### config.mk
export PLATFORM = sky130hd
export DESIGN_NAME = simon_round_seq
export DESIGN_NICKNAME = d
export VERILOG_FILES = /design/src/rtl/simon_pkg.sv /design/src/rtl/round_llm.sv /design/src/rtl/simon_round_seq.sv
export SDC_FILE = /design/constraint.sdc
export NUM_CORES = 1
export LEC_CHECK = 0
export BUFFER_PORTS_ARGS = -buffer_cell sky130_fd_sc_hd__buf_2
export CAP_MARGIN = 40
export CORE_MARGIN = 4
export CORE_UTILIZATION = 45
export CTS_CLUSTER_SIZE = 24
export DETAILED_ROUTE_END_ITERATION = 7
export PLACE_DENSITY = 0.69
export SYNTH_ARGS = -nofsm -noshare
export SYNTH_HDL_FRONTEND = slang
export SYNTH_SLANG_ARGS = --single-unit
export TNS_END_PERCENT = 50
### constraint.sdc
create_clock -name clk -period 7.82 [get_ports clk]
set_input_delay 0.391 -clock clk [delete_from_list [all_inputs] [get_ports clk]]
set_output_delay 0.391 -clock clk [all_outputs]
set_load 0.05 [all_outputs]
### src/rtl/simon_pkg.sv
// Shared widths, payload structs, constants and rotate helpers for the Simon64/128 engine.
package simon_pkg;

  localparam int unsigned WORD_W    = 32;
  localparam int unsigned BLOCK_W   = 64;
  localparam int unsigned KEY_W     = 128;
  localparam int unsigned KEY_WORDS = 4;
  localparam int unsigned Z3_LEN    = 62;
  localparam int unsigned Z3_IDX_W  = 6;

  // z3 sequence; sequence bit i sits at Z3[Z3_LEN-1-i] (leftmost digit is bit 0).
  localparam logic [Z3_LEN-1:0] Z3 =
    62'b11011011101011000110010111100000010010001010011100110100001111;

  // ~w0 ^ 3 folded into a single XOR constant.
  localparam logic [WORD_W-1:0] ROUND_CONST = 32'hFFFF_FFFC;

  typedef enum logic [1:0] {
    IDLE = 2'd0,
    RUN  = 2'd1,
    DONE = 2'd2
  } state_e;

  typedef logic [WORD_W-1:0] word_t;

  // Block payload: x1 is the left (upper) word.
  typedef struct packed {
    word_t x1;
    word_t x0;
  } block_t;

  // Sliding key window: w0 is the key consumed by the current round.
  typedef struct packed {
    word_t w3;
    word_t w2;
    word_t w1;
    word_t w0;
  } key_t;

  // Rotate left by a constant amount (1..WORD_W-1).
  function automatic word_t rol(input word_t x, input int unsigned n);
    return (x << n) | (x >> (WORD_W - n));
  endfunction

  // Rotate right by a constant amount (1..WORD_W-1).
  function automatic word_t ror(input word_t x, input int unsigned n);
    return (x >> n) | (x << (WORD_W - n));
  endfunction

  // z3 bit for round index i, wrapping every 62 rounds.
  function automatic logic z3_bit(input int unsigned i);
    logic [Z3_IDX_W-1:0] idx;
    idx = Z3_IDX_W'(Z3_LEN - 1 - (i % Z3_LEN));
    return Z3[idx];
  endfunction

endpackage

### src/rtl/round_llm.sv
// Combinational single Simon round (n=32): y = {f(x1) ^ x0 ^ k, x1}.
module round_llm
  import simon_pkg::*;
(
  input  logic [BLOCK_W-1:0] x_i,
  input  logic [WORD_W-1:0]  k_i,
  output logic [BLOCK_W-1:0] y_o_c
);

  word_t x1;
  word_t x0;
  word_t f;

  // Feistel round: mix the left word, swap halves.
  always_comb begin
    x1    = x_i[BLOCK_W-1:WORD_W];
    x0    = x_i[WORD_W-1:0];
    f     = (rol(x1, 1) & rol(x1, 8)) ^ rol(x1, 2);
    y_o_c = {f ^ x0 ^ k_i, x1};
  end

endmodule

### src/rtl/simon_round_seq.sv
// Iterative Simon64/128 encryptor: one round per clock with on-the-fly key schedule.
module simon_round_seq
  import simon_pkg::*;
#(
  parameter int unsigned ROUNDS = 44,
  parameter int unsigned CNT_W  = 6
) (
  input  logic               clk,
  input  logic               rst,
  input  logic               in_valid,
  output logic               in_ready,
  input  logic [BLOCK_W-1:0] in_block,
  input  logic [KEY_W-1:0]   in_key,
  output logic               out_valid,
  input  logic               out_ready,
  output logic [BLOCK_W-1:0] out_block,
  output logic               busy,
  output logic [CNT_W-1:0]   round_idx
);

  localparam logic [CNT_W-1:0] LAST_IDX = CNT_W'(ROUNDS - 1);

  state_e             state_q;
  block_t             block_q;
  block_t             block_d;
  key_t               key_q;
  key_t               key_d;
  logic [CNT_W-1:0]   cnt_q;
  logic               in_ready_q;
  logic               out_valid_q;
  logic               busy_q;
  logic [BLOCK_W-1:0] round_y;
  word_t              t0;
  word_t              t1;
  word_t              knew;
  logic               z_bit;

  // Round datapath operates on the block register with the window's oldest key word.
  round_llm u_round (
    .x_i   (block_q),
    .k_i   (key_q.w0),
    .y_o_c (round_y)
  );

  // Next block value and next key-window contents for the current round.
  always_comb begin
    block_d = block_t'(round_y);
    z_bit   = z3_bit(32'(cnt_q));
    t0      = ror(key_q.w3, 3) ^ key_q.w1;
    t1      = t0 ^ ror(t0, 1);
    knew    = key_q.w0 ^ ROUND_CONST ^ t1 ^ {{(WORD_W-1){1'b0}}, z_bit};
    key_d   = '{w3: knew, w2: key_q.w3, w1: key_q.w2, w0: key_q.w1};
  end

  // Sequencer: accept in IDLE, iterate ROUNDS times in RUN, hold result in DONE.
  always_ff @(posedge clk or posedge rst) begin
    if (rst) begin
      state_q     <= IDLE;
      block_q     <= '0;
      key_q       <= '0;
      cnt_q       <= '0;
      in_ready_q  <= 1'b1;
      out_valid_q <= 1'b0;
      busy_q      <= 1'b0;
    end else begin
      case (state_q)
        IDLE: begin
          if (in_valid && in_ready_q) begin
            block_q    <= block_t'(in_block);
            key_q      <= key_t'(in_key);
            cnt_q      <= '0;
            in_ready_q <= 1'b0;
            busy_q     <= 1'b1;
            state_q    <= RUN;
          end
        end
        RUN: begin
          block_q <= block_d;
          key_q   <= key_d;
          if (cnt_q == LAST_IDX) begin
            cnt_q       <= '0;
            out_valid_q <= 1'b1;
            state_q     <= DONE;
          end else begin
            cnt_q <= cnt_q + CNT_W'(1);
          end
        end
        DONE: begin
          if (out_ready) begin
            out_valid_q <= 1'b0;
            busy_q      <= 1'b0;
            in_ready_q  <= 1'b1;
            state_q     <= IDLE;
          end
        end
        default: begin
          state_q     <= IDLE;
          in_ready_q  <= 1'b1;
          out_valid_q <= 1'b0;
          busy_q      <= 1'b0;
          cnt_q       <= '0;
        end
      endcase
    end
  end

  assign in_ready  = in_ready_q;
  assign out_valid = out_valid_q;
  assign busy      = busy_q;
  assign out_block = block_q;
  assign round_idx = cnt_q;

endmodule
# Word-level counts from Yosys, hierarchy flattened
# Memory sizes are Yosys's and may differ from the RTL's.
# Cells that the tools add are included.
op_classes:
  n_addsub: 2
  div_mod_pow: 1
  order_cmp: 1
  eq_ne: 6
  n_mux: 20
  n_bitwise: 17
  n_reduce_logical: 8
ops:
  columns: ["op", "count"]
  rows:
  - ["128-bit case mux with 2 select lines", 1]
  - ["32-bit bitwise XOR", 6]
  - ["128-bit 2-to-1 mux", 1]
  - ["64-bit case mux with 2 select lines", 1]
  - ["64-bit 2-to-1 mux", 1]
  - ["32-bit bitwise AND", 1]
  - ["6-bit by 6-bit remainder unit with 32-bit output (second input constant)", 1]
  - ["29-bit by 32-bit OR with 32-bit output", 1]
  - ["31-bit by 32-bit OR with 32-bit output", 1]
  - ["32-bit by 1-bit OR with 32-bit output", 1]
  - ["32-bit by 2-bit OR with 32-bit output", 1]
  - ["32-bit by 8-bit OR with 32-bit output", 1]
  - ["32-bit by 1-bit bitwise XOR with 32-bit output", 1]
  - ["30-bit inverter", 1]
  - ["6-bit case mux with 3 select lines", 1]
  - ["6-bit 2-to-1 mux", 2]
  - ["1-bit case mux with 3 select lines", 3]
  - ["3-bit AND reduction", 3]
  - ["6-bit by 7-bit less-than comparator with 1-bit output (second input constant)", 1]
  - ["6-bit by 1-bit adder with 6-bit output (second input constant)", 1]
  - ["6-bit equality test (second input constant)", 1]
  - ["1-bit 2-to-1 mux", 6]
  - ["2-bit 2-to-1 mux", 3]
  - ["2-bit != test (second input constant)", 3]
  - ["9 further kinds", 12]
totals:
  reg_bits: 203
  romBits: 64
  in_bits: 196
  output_inout_bits: 73
  elab_cells: 67
  memories: 1
memory_table:
  columns: ["memory", "depth", "width", "read_ports", "rd_clocked_by_memory_dff", "wr", "line", "rtl"]
  rows:
  - ["(name not given)", 64, 1, 1, 0, 0, "simon_pkg.sv:54", "return Z3[idx];"]

# Logic depth before layout (Yosys ltp)
depth:
  ltp_word: 7
  depth_mapped: 14
  mapped_depth_nobuf: 13

# Cells and area by module
# A second synthesis with hierarchy kept.
unflattened:
  cells_unflattened: 1386
  hier_area_um2: 11723.7
modules_own_cells:
  columns: ["module", "n_inst", "cells_each", "area_per_inst_um2", "seq_area_each_um2"]
  rows:
  - ["simon_round_seq", 1, 1258, 10362.4, 5081.1]
  - ["round_llm", 1, 128, 1361.3, 0.0]

# Least setup slack after synthesis
# Ideal clock, no wire load.
synth_path:
  kind: "register -> register"
  from: "register cnt_q[0], in the netlist round_idx[0]"
  to: "register key_q (netlist bit key_d[64])"
  setup_time_ps: 87
  t_arrival_ps: 3260
  t_required_ps: 7733
  path_slack_ps: 4473
  stages_incl_launch_ff: 15
  n_path_buf: 1
  period_less_slack_ps: 3347
  cell_sequence: "dfrtp_1 > clkbuf_1 > inv_1 > ha_1 > nor2b_1 > mux2i_2 > inv_2 > ha_1 > nand3_1 > o32ai_2 > nor4b_2 > nor2_1 > a22oi_2 > mux2_4 > a211oi_2"
synth_via:
  elab_chain_cells: 6
synth_rtl:
  columns: ["element", "line", "rtl"]
  rows:
  - ["start, declared", "simon_round_seq.sv:28", "logic [CNT_W-1:0] cnt_q;"]
  - ["start signal, assigned", "simon_round_seq.sv:85", "cnt_q <= cnt_q + CNT_W'(1);"]
  - ["6-bit by 6-bit remainder unit with 32-bit output", "simon_pkg.sv:53", "idx = Z3_IDX_W'(Z3_LEN - 1 - (i % Z3_LEN));"]
  - ["6-bit subtractor", "simon_pkg.sv:53", null]
  - ["memory 64 x 1 bit", null, null]
  - ["1-bit 2-to-1 mux (not written as such)", "simon_pkg.sv:54", null]
  - ["32-bit by 1-bit bitwise XOR with 32-bit output", "simon_round_seq.sv:51", "knew = key_q.w0 ^ ROUND_CONST ^ t1 ^ {{(WORD_W-1){1'b0}}, z_bit};"]
  - ["128-bit case mux with 2 select lines", "simon_round_seq.sv:66", "case (state_q)"]
  - ["end signal, assigned", "simon_round_seq.sv:70", "key_q <= key_t'(in_key);"]
  - ["end signal, assigned", "simon_round_seq.sv:79", "key_q <= key_d;"]
  - ["end, declared", "simon_round_seq.sv:26", "key_t key_q;"]
# No other way between the ends. The select of a mux whose other input is x is not followed.
# A chain may end at the register's enable or synchronous reset.

# Worst setup path after layout
# Same ends and word-level chain as after synthesis.

==> flow_summary.toml <==
[run_status]
outcome = "completed"

[worst_setup_path]
path_buf_inv = 2
worst_path_most_repeated_cell = "ha_1"
critPathCaptureType = "flip-flop"
start_kind = "flip-flop"
r2r_cells = 13
crit_path_max_fanout = 14
crit_slowest_cell = "dfrtp_1"
reg2reg_from = "round_idx[0]"
crit_family = "compound AO/OA/AOI/OAI gates"
r2r_slack_ps = 4510
cp_slowest_stage_delay_ps = 550
r2r_end = "key_d[64]"
worstPathArrival_ps = 3750
path_cells = "inv_1 > ha_1 > nor2b_1 > mux2i_2 > inv_2 > ha_1 > nand3_1 > o32ai_2 > nand2b_2 > o2111ai_1 > a22oi_2 > mux2_4 > a211oi_2"
worstSetupPathType = "reg -> reg"
crit_required_ps = 8250

[min_path]
min_path_cells = 3
min_path_type = "in -> reg"
hold-path-endpoint = "out_block[3]"
min_from = "in_block[3]"

[pwr]
power.density_mw_per_mm2 = 503
total_power_mw = 7.01
ir_drop_mv = 0.200
p_int_mw = 3.82
cellLeakagePower_nw = 6.29
swShare = 0.455
power_switching_mw = 3.19
combPwrFrac = 0.522
p_clk_frac = 0.157
seq_power_share = 0.321

[logic_synthesis]
syn_inst = 1417
syn_avg_cell_area_sq_um = 8.13
synthArstFlopShare = 1.00
synth_cell_type_count = 57
synth_fp_nets = 1619
yosys.area.top_type = "dfrtp_1"
synth_top_area_share = 0.439
ys_warn_count = 0
ys_ff_latch = 203
synthFlopType = "dfrtp_1"
synth_edf_count = 0
ys_seq_area_frac = 0.441
syn_area_sq_mm = 0.0115
synth.area.top_cells = "dfrtp_1 44%, nand2_1 15%, xnor2_1 14%, a31oi_1 8.4%, nor2_1 5.4%"

[placement]
dp_hpwl_microns = 25300
gp_congestion = 0.854
port_buffers = 268

[floorplanning]
dieArea_sq_mm = 0.0282
rows = 58
start_util = 0.457
die_width_microns = 168
num_io_pins = 269
coreArea_sq_mm = 0.0252
die_y_microns = 168

[route]
drt-initial-drc-count = 860
routed-via-count = 10600
drt-total-wl_microns = 35200
dr.pass1.iters = 6
ant_nets = 0
wl_per_cell_microns = 17.7
drc = 0
vias_per_cell = 5.35

[global_routing]
grt_usage = 0.242
grt_pass1_wl_microns = 55600
overflow = 0
antenna_found_initial = 2
grt_max_degree = 88
grt_pass1_vias = 10200

[clock_network]
post_cts_buffers = 0
clk_pin_slew_worst_paths_ps = 60
cts_tree = "done"
clkSinkCount = 203
root_buffer = "clkbuf_16"
worstSkewPairLatency_ps = 520
cts_buffers = 24
ctsLongestPathBuffers = 3
cts_max_level = 1

[timing]
clock-skew-final_ps = 14.5
timing.final.crit_period_ps = 3310
setup_viol = 0
worst_slew_margin_rel = 0.475
worst_pin_slew_ps = 788
drv_slew = 0
finalCritPeriodShare = 0.424
setup_tns_ps = 0
grt_setup_unrepaired = "false"
timing.fmax_ghz = 0.302
hold_viol = 0

[flow_run]
drv_cap = 0

[final_layout]
fin_nets = 1834
drive_gt1_frac = 0.204
final_cell_mix = "472 x nand2_1, 268 x buf_2, 202 x dfrtp_1"
area_growth_pct = 21.0
final_common_cell = "nand2_1"
per-stage QoR:
step / hold slack [ps] / util / setup slack, ps / instance area (sq um) / std cells
2_1_floorplan: 517 / - / 1890 / 11500 / 1417
6_report: 120 / 0.553 / 4510 / 13900 / 1982
3_3_place_gp: 530 / 0.514 / 4490 / 12900 / 1927
4_1_cts: 101 / 0.553 / 4540 / 13900 / 1980
3_5_place_dp: 457 / 0.522 / 4540 / 13100 / 1935
5_1_grt: 114 / 0.553 / 4390 / 13900 / 1982
timing repair:
action                    4_1_cts  5_1_grt
hold endpoints to repair       62        0
hold buffers                    1        0
resized for setup               0        0
sequential cells by signal (all words and copies together), names as in the netlist:
register,cells
key_d,96
in_ready,1
out_block,64
key_q,32
busy,1
round_idx,6
state_q,2
out_valid,1
cells in the mapped netlist, drive strengths merged, types with 2 or more instances:
| cell type | number |
|---|---|
| nand2 | 473 |
| dfrtp | 202 |
| xnor2 | 184 |
| nor2 | 166 |
| a31oi | 155 |
| clkbuf | 67 |
| o21ai | 41 |
| buf | 27 |
| mux2i | 15 |
| o221ai | 10 |
| xor2 | 9 |
| inv | 8 |
| a21oi | 6 |
| ha | 6 |
| nand3 | 6 |
| nand2b | 3 |
| nand4 | 3 |
| nor3b | 3 |
| a21boi | 2 |
| a41oi | 2 |
| mux2 | 2 |
| nand4b | 2 |
| nor2b | 2 |
| nor3 | 2 |
| nor4b | 2 |
| o211ai | 2 |
| o22ai | 2 |
| o31ai | 2 |
worst max-delay path by stage:
| stage | cells after the start | endpoint | start | slack [ps] |
|---|---|---|---|---|
| after detailed placement | 13 | key_d[64] | round_idx[0] | 4540 |
| final | 13 | key_d[64] | round_idx[0] | 4510 |
| after CTS | 13 | key_d[64] | round_idx[0] | 4540 |
| after global placement | 5 | out_block[47] | state_q[1] | 4490 |
| after floorplan | 1 | busy | rst | 1890 |
| after global routing | 13 | key_d[64] | round_idx[0] | 4390 |
kinds of logic (layout without fill, tap and decap cells):
logic type / count (synthesis) / after routing / share of synthesized area
AOI/OAI and AO/OA: 232 / 232 / 0.129
xor gates and xnor gates: 193 / 193 / 0.147
adders and majority gates: 6 / 6 / 0.00652
buffers and inverters: 102 / 335 / 0.0366
DFF: 203 / 203 / 0.441
muxes: 17 / 17 / 0.0160
other: 0 / 2 / 0
and+or+nand+nor: 664 / 664 / 0.224
power groups by stage:
stage	Combinational [mW]	Clock, mW	Sequential (mW)
after floorplan	2.47	0	2.57
after global placement	3.57	0	2.25
after detailed placement	3.65	0	2.26
after CTS	3.68	1.11	2.25
after global routing	4.02	1.16	2.32
final	3.66	1.10	2.25
final cells by class:
class | count | area, sq um
antenna | 2 | 5.00
clock buffer | 39 | 718
clock inverter | 5 | 52.6
fill | 2322 | 11200
inverter | 8 | 37.5
multi-input combinational | 1112 | 6030
sequential | 203 | 5080
tap | 330 | 413
timing repair buffer | 283 | 1590
layer usage:
layer / GRT usage / vias up / share of wire
li1: - / 5112 / -
met1: 0.354 / 5030 / 0.44
met2: 0.380 / 398 / 0.47
met3: 0.0312 / 60 / 0.068
met4: 0.0706 / 0 / 0.024
met5: 0 / - / 0
worst register-to-register path, stage by stage, from the launching register on:
cell and delay (ps):
dfrtp_1 550, inv_1 210, ha_1 250, nor2b_1 190, mux2i_2 120, inv_2 150
ha_1 250, nand3_1 110, o32ai_2 320, nand2b_2 240, o2111ai_1 140, a22oi_2 210
mux2_4 320, a211oi_2 180
(Power assumes the default switching activity.)
